### src/rtl/ws2812_pkg.sv
// Shared definitions for the WS2812 strip driver: FSM state encoding and
// default bit timing for a 12 MHz clock (83.3 ns per cycle).
package ws2812_pkg;

  typedef enum logic [2:0] {
    ST_IDLE,
    ST_PREFETCH,
    ST_HIGH,
    ST_LOW,
    ST_LATCH
  } state_t;

  // 12 MHz: T0H 333 ns, T1H 667 ns, bit period 1.25 us, latch gap 83 us
  localparam int unsigned DEF_T0H_CYC   = 4;
  localparam int unsigned DEF_T1H_CYC   = 8;
  localparam int unsigned DEF_BIT_CYC   = 15;
  localparam int unsigned DEF_LATCH_CYC = 1000;

  // Width of a counter that runs 0..n-1 (at least one bit).
  function automatic int unsigned cnt_width(input int unsigned n);
    return (n > 1) ? $clog2(n) : 1;
  endfunction

endpackage

### src/rtl/ws2812_bit_encoder.sv
// One-bit WS2812 waveform generator: a load starts a BIT_CYC-long period whose
// high phase lasts T1H_CYC or T0H_CYC cycles; bit_done marks its final cycle.
module ws2812_bit_encoder
  import ws2812_pkg::*;
#(
  parameter int unsigned T0H_CYC = DEF_T0H_CYC,
  parameter int unsigned T1H_CYC = DEF_T1H_CYC,
  parameter int unsigned BIT_CYC = DEF_BIT_CYC
) (
  input  logic clk,
  input  logic rst,
  input  logic i_load,
  input  logic i_bit,
  output logic o_dout,
  output logic o_bit_done
);

  localparam int unsigned CW = cnt_width(BIT_CYC);
  localparam logic [CW-1:0] T0H_W  = CW'(T0H_CYC);
  localparam logic [CW-1:0] T1H_W  = CW'(T1H_CYC);
  localparam logic [CW-1:0] LAST_W = CW'(BIT_CYC - 1);

  logic [CW-1:0] r_cnt;
  logic          r_bit;
  logic          r_active;
  logic          r_dout;
  logic [CW-1:0] w_high_len;
  logic          w_last;

  assign w_high_len = r_bit ? T1H_W : T0H_W;
  assign w_last     = r_active && (r_cnt == LAST_W);
  assign o_bit_done = w_last;
  assign o_dout     = r_dout;

  // dout is registered against the count it will have next cycle, so the
  // serial line comes straight from a flop and never glitches.
  always_ff @(posedge clk or posedge rst) begin
    if (rst) begin
      r_cnt    <= '0;
      r_bit    <= 1'b0;
      r_active <= 1'b0;
      r_dout   <= 1'b0;
    end else if (i_load) begin
      r_cnt    <= '0;
      r_bit    <= i_bit;
      r_active <= 1'b1;
      r_dout   <= 1'b1;
    end else if (r_active) begin
      if (w_last) begin
        r_active <= 1'b0;
        r_dout   <= 1'b0;
      end else begin
        r_cnt  <= r_cnt + CW'(1);
        r_dout <= (r_cnt + CW'(1)) < w_high_len;
      end
    end
  end

endmodule

### src/rtl/ws2812_strip_driver.sv
// WS2812 strip driver: pulls LED_COUNT*CHANNELS bytes through a one-byte
// holding buffer, serialises them MSB first with fixed bit timing, then latches.
module ws2812_strip_driver
  import ws2812_pkg::*;
#(
  parameter int unsigned LED_COUNT = 8,
  parameter int unsigned CHANNELS  = 3,
  parameter int unsigned T0H_CYC   = DEF_T0H_CYC,
  parameter int unsigned T1H_CYC   = DEF_T1H_CYC,
  parameter int unsigned BIT_CYC   = DEF_BIT_CYC,
  parameter int unsigned LATCH_CYC = DEF_LATCH_CYC
) (
  input  logic       clk,
  input  logic       rst,
  input  logic       start,
  input  logic [7:0] data_in,
  input  logic       data_valid,
  output logic       data_request,
  output logic       dout,
  output logic       busy,
  output logic       frame_done,
  output logic       underrun
);

  localparam int unsigned TOTAL = LED_COUNT * CHANNELS;
  localparam int unsigned BW    = cnt_width(TOTAL);
  localparam int unsigned LW    = cnt_width(LATCH_CYC);
  localparam logic [BW-1:0] LAST_IDX   = BW'(TOTAL - 1);
  localparam logic [LW-1:0] LATCH_LAST = LW'(LATCH_CYC - 1);

  state_t        r_state;
  state_t        w_state_next;
  logic [6:0]    r_shift;      // bits of the current byte not yet started
  logic [2:0]    r_bit_idx;
  logic [BW-1:0] r_byte_idx;
  logic [7:0]    r_hold;
  logic          r_hold_full;
  logic          r_req;
  logic [LW-1:0] r_latch_cnt;

  logic       w_enc_dout;
  logic       w_bit_done;
  logic       w_sending;
  logic       w_byte_end;
  logic       w_frame_end;
  logic       w_next_byte;
  logic       w_first_load;
  logic       w_xfer;
  logic       w_load;
  logic       w_load_bit;
  logic       w_latch_last;
  logic [7:0] w_next_shift;

  assign w_sending    = (r_state == ST_HIGH) || (r_state == ST_LOW);
  assign w_byte_end   = w_sending && w_bit_done && (r_bit_idx == 3'd0);
  assign w_frame_end  = w_byte_end && (r_byte_idx == LAST_IDX);
  assign w_next_byte  = w_byte_end && (r_byte_idx != LAST_IDX);
  assign w_latch_last = (r_state == ST_LATCH) && (r_latch_cnt == LATCH_LAST);

  // The request is withdrawn in the last cycle of bit 0 so a byte can never
  // arrive on the same edge that decides between buffer and underrun.
  assign data_request = (r_state == ST_PREFETCH) || (r_req && !w_byte_end);
  assign w_xfer       = data_request && data_valid;
  assign w_first_load = (r_state == ST_PREFETCH) && w_xfer;
  assign w_next_shift = r_hold_full ? r_hold : 8'h00;
  assign w_load       = w_first_load || (w_sending && w_bit_done && !w_frame_end);

  always_comb begin
    w_load_bit = r_shift[6];
    if (w_first_load) begin
      w_load_bit = data_in[7];
    end else if (w_next_byte) begin
      w_load_bit = w_next_shift[7];
    end
  end

  assign dout       = w_enc_dout;
  assign busy       = (r_state != ST_IDLE);
  assign frame_done = w_latch_last;
  assign underrun   = w_next_byte && !r_hold_full;

  ws2812_bit_encoder #(
    .T0H_CYC (T0H_CYC),
    .T1H_CYC (T1H_CYC),
    .BIT_CYC (BIT_CYC)
  ) u_bit_encoder (
    .clk        (clk),
    .rst        (rst),
    .i_load     (w_load),
    .i_bit      (w_load_bit),
    .o_dout     (w_enc_dout),
    .o_bit_done (w_bit_done)
  );

  always_ff @(posedge clk or posedge rst) begin
    if (rst) begin
      r_state <= ST_IDLE;
    end else begin
      r_state <= w_state_next;
    end
  end

  // HIGH/LOW follow the encoder's line level; a new bit always re-enters HIGH.
  always_comb begin
    w_state_next = r_state;
    case (r_state)
      ST_IDLE: begin
        if (start) begin
          w_state_next = ST_PREFETCH;
        end
      end
      ST_PREFETCH: begin
        if (w_xfer) begin
          w_state_next = ST_HIGH;
        end
      end
      ST_HIGH, ST_LOW: begin
        if (w_frame_end) begin
          w_state_next = ST_LATCH;
        end else if (w_bit_done) begin
          w_state_next = ST_HIGH;
        end else if (!w_enc_dout) begin
          w_state_next = ST_LOW;
        end
      end
      ST_LATCH: begin
        if (w_latch_last) begin
          w_state_next = ST_IDLE;
        end
      end
      default: w_state_next = ST_IDLE;
    endcase
  end

  always_ff @(posedge clk or posedge rst) begin
    if (rst) begin
      r_shift     <= '0;
      r_bit_idx   <= '0;
      r_byte_idx  <= '0;
      r_hold      <= '0;
      r_hold_full <= 1'b0;
      r_req       <= 1'b0;
      r_latch_cnt <= '0;
    end else begin
      if (w_first_load) begin
        r_shift    <= data_in[6:0];
        r_bit_idx  <= 3'd7;
        r_byte_idx <= '0;
      end else if (w_next_byte) begin
        r_shift    <= w_next_shift[6:0];
        r_bit_idx  <= 3'd7;
        r_byte_idx <= r_byte_idx + BW'(1);
      end else if (w_sending && w_bit_done && !w_byte_end) begin
        r_shift   <= {r_shift[5:0], 1'b0};
        r_bit_idx <= r_bit_idx - 3'd1;
      end

      // Ask for the following byte from the first cycle of each byte's MSB.
      if (w_first_load) begin
        r_req <= (TOTAL > 1);
      end else if (w_next_byte) begin
        r_req <= ((r_byte_idx + BW'(1)) != LAST_IDX);
      end else if (w_xfer) begin
        r_req <= 1'b0;
      end

      if (w_first_load || w_byte_end) begin
        r_hold_full <= 1'b0;
      end else if (w_sending && w_xfer) begin
        r_hold      <= data_in;
        r_hold_full <= 1'b1;
      end

      if (r_state == ST_LATCH) begin
        r_latch_cnt <= r_latch_cnt + LW'(1);
      end else begin
        r_latch_cnt <= '0;
      end
    end
  end

endmodule

### config.mk
export PLATFORM = sky130hd
export DESIGN_NAME = ws2812_strip_driver
export DESIGN_NICKNAME = d
export VERILOG_FILES = /design/src/rtl/ws2812_pkg.sv /design/src/rtl/ws2812_bit_encoder.sv /design/src/rtl/ws2812_strip_driver.sv
export SDC_FILE = /design/constraint.sdc
export NUM_CORES = 1
export LEC_CHECK = 0
export CORE_UTILIZATION = 40
export DETAILED_ROUTE_END_ITERATION = 7
export GPL_ROUTABILITY_DRIVEN = 0
export HOLD_SLACK_MARGIN = 0.1
export SYNTH_ARGS = -nofsm -noshare
export SYNTH_HDL_FRONTEND = slang
export SYNTH_SLANG_ARGS = --single-unit
### constraint.sdc
create_clock -name clk -period 2 [get_ports clk]
set_clock_uncertainty 0.15 [all_clocks]
set_input_delay 0.4 -clock clk [delete_from_list [all_inputs] [get_ports clk]]
set_output_delay 0.4 -clock clk [all_outputs]
set_load 0.02 [all_outputs]
==> results.md <==
* CTS sink cnt at 45
* Filler cells at 481
* Die X at 79.4 um
* Chip height at 79.4 um
* Area Growth Syn to Fin at 35.7%
* Cell Pwr Density at 506 mW/mm2
* Met2 wire length at 2460 um
* Min Tclk post-route at 2.12 ns
* Syn Area/Cell at 10.1 um2
* Fin crit share at 106%
* Final setup vio count at 3
* Hold WC Path Type: primary input to async pin
* FF+latch count, synth at 45
* # rows at 27
* First-pass GRT wire length at 8910 um
* Die area at 0.00630 mm2
* Drt first pass iters at 4
* Vias in the first global route at 1965
* Synth Instances at 238
* Pleak at 0.00148 uW
* Fin. Hold Viols at 0
* Slew Limit Fails at 0
* Worst-path clk slew at 0.09 ns
* Drt initial violations at 74
* DRC at 0
* Core area at 0.00564 mm2
* Via count at 1980
* Setup Total Neg Slack at -0.179 ns
* Worst-margin pin slew at 0.520 ns
* Post-synth EDFFs at 0
* Cts hold-fix bufs at 0
* Mapped Nets at 258
* DR WL met3 at 129 um
* Crit-path max FO at 3
* Unrepaired setup endpoints after global routing: yes
* Starting Density at 42.4%
* CP arrival at 1.57 ns
* Layout cells sized above 1 at 33.3%
* Ys flop type: dfrtp_1
* Via density at 5.16
* Routed WL at 5160 um
* Required @ worst endpoint at 1.45 ns
* PortBufs at 16
* Routed length per placed instance at 13.4 um
* Initial antenna violation count at 0
* Violated checks: setup timing
* VDD IR-drop max at 0.302 mV
* Pin count of the biggest net entering global routing at 46
* CTS max path bufs at 2
* Placed Instances at 370
* Max layer used: met4
* Maximum clock frequency at 473 MHz
* Nets at 331
* Status: finished, violations left
* Overflow after GRT at 0
* Final ANT Viol Nets at 0
* Dpl cell area at 0.00304 mm2
* Top-level port count at 17
* Design area at 0.00325 mm2
* Seq/Total Area, Yosys at 47.0%
* Max cap viols at 0
* Final non-filler cell total at 384
* Crit end category: output port
* Mapped cell area at 0.00239 mm2
* Post-synth ARST share at 100%
* Skew-Pair Late Insertion Delay at 0.30 ns
* H-Tree Depth at 2
* Max_slew headroom at 65.1%
* Pre-CTS setup slack at -0.321 ns
* # diodes at 0
* CTS tree: built
* Final WS setup at -0.115 ns
* Total GRT Usage at 18.3%
* Yosys cell types at 53
* Dpl hpwl at 3810 um
* CTS Buf Count at 5
* CP startpoint kind: flop
* Clock Tree Root: clkbuf_8
* Critical path class: flop to output port
* Wl on met1 at 2500 um
* Synth Warn # at 0
Yosys cell counts (3+ instances only):
library cell | count | area (um2)
o2bb2ai_1 | 3 | 26.3
mux2_2 | 9 | 101
o21ai_0 | 6 | 30.0
xnor2_1 | 10 | 87.6
xor2_1 | 5 | 43.8
nand2_1 | 17 | 63.8
nand3_1 | 13 | 65.1
a21oi_1 | 13 | 65.1
ha_1 | 8 | 100
and3_1 | 3 | 18.8
dfrtp_1 | 45 | 1130
nand4_1 | 4 | 25.0
buf_2 | 3 | 15.0
nor3_1 | 4 | 20.0
buf_6 | 3 | 33.8
o32ai_1 | 5 | 43.8
clkbuf_1 | 3 | 11.3
inv_1 | 14 | 52.6
nand2b_1 | 3 | 18.8
nor2_1 | 27 | 101
per-layer routing:
layer | track usage [%] | vias up
met4 | 6.91 | 0
li1 | - | 995
met2 | 29.3 | 27
met1 | 24.5 | 952
met3 | 3.45 | 6
met5 | 0 | -
registers in the layout, indices dropped and copies added, names as in the netlist:
name / count
u_bit_encoder.r_active: 1
r_req: 1
r_hold: 8
u_bit_encoder.o_dout: 1
u_bit_encoder.r_cnt: 4
r_byte_idx: 5
r_latch_cnt: 10
r_bit_idx: 3
u_bit_encoder.r_bit: 1
r_state: 3
r_shift: 7
r_hold_full: 1
final timing paths:
| kind | slack [ns] | cells past startpoint | startpoint | end |
|---|---|---|---|---|
| max | -0.12 | 6 | r_bit_idx[1]$_DFFE_PP0P_ | data_request |
| min | 0.29 | 3 | rst | r_shift[2]$_DFFE_PP0P_ |
| max reg2reg | -0.01 | 7 | r_byte_idx[0]$_DFFE_PP0P_ | u_bit_encoder.o_dout$_DFFE_PP0P_ |
| min reg2reg | 0.36 | 1 | r_hold[7]$_DFFE_PP0P_ | r_hold[7]$_DFFE_PP0P_ |
| max in group asynchronous | 1.19 | 3 | rst | r_state[2]$_DFFE_PP0P_ |
| min in group clk | 0.36 | 1 | r_hold[7]$_DFFE_PP0P_ | r_hold[7]$_DFFE_PP0P_ |
report_power, final:
group | switching [uW] | internal (uW) | total, uW
logic | 25.3 | 25.6 | 50.9
clock network | 310 | 375 | 685
registers | 0 | 909 | 909
total | 335 | 1310 | 1640
metrics by stage:
| stage | utilization, % | power [uW] | hold slack, ns |
|---|---|---|---|
| after floorplan | - | 942 | 0.305 |
| after global placement | 53.9 | 980 | 0.337 |
| after detailed placement | 53.9 | 980 | 0.338 |
| after CTS | 56.5 | 1670 | 0.299 |
| after global routing | 57.6 | 1720 | 0.332 |
| final | 57.6 | 1640 | 0.292 |
cells by family (layout without fill, tap and decap cells):
| logic type | count (synthesis) | after routing | synth area share [%] |
|---|---|---|---|
| compound gates | 45 | 45 | 13.6 |
| mux | 10 | 10 | 4.65 |
| xor+xnor | 15 | 15 | 5.49 |
| flops | 45 | 45 | 47.0 |
| buf+inv | 24 | 98 | 4.86 |
| fa+ha+maj | 8 | 8 | 4.18 |
| simple gates | 91 | 91 | 20.2 |
cell type report:
class                           count  area, um2  area share (%)
Inverter                           14       52.6            1.62
Clock inverter                      2       38.8            1.19
Multi-Input combinational cell    169       1230            37.9
Tap cell                           72       90.1            2.77
Timing Repair Buffer               76        637            19.6
Sequential cell                    45       1130            34.7
Clock buffer                        6       72.6            2.23
worst max-delay path: stages (launching register included):
cell	delay, ns
dfrtp_1	0.39
inv_2	0.07
ha_4	0.12
and4bb_2	0.27
nand2_2	0.07
a22o_1	0.21
buf_6	0.13
cell usage in the layout (no fill, tap or decap), types with 4 or more instances in the layout:
| cell | n |
|---|---|
| nand3_1 | 12 |
| buf_4 | 59 |
| dfrtp_1 | 45 |
| nand2_1 | 16 |
| o32ai_1 | 5 |
| xor2_1 | 5 |
| nor2_1 | 25 |
| nand4_1 | 4 |
| xnor2_1 | 10 |
| mux2_2 | 9 |
| clkdlybuf4s50_1 | 12 |
| inv_2 | 4 |
| ha_1 | 4 |
| o21ai_0 | 6 |
| a21oi_1 | 13 |
| inv_1 | 10 |
| clkbuf_8 | 5 |
what timing repair did:
action / CTS / global route
resized for setup: 26 / 13
endpoints found under the setup margin: 6 / 31
setup buffers: 4 / 2
pin swaps: 4 / 7
Power figures use the tool's default switching activity.
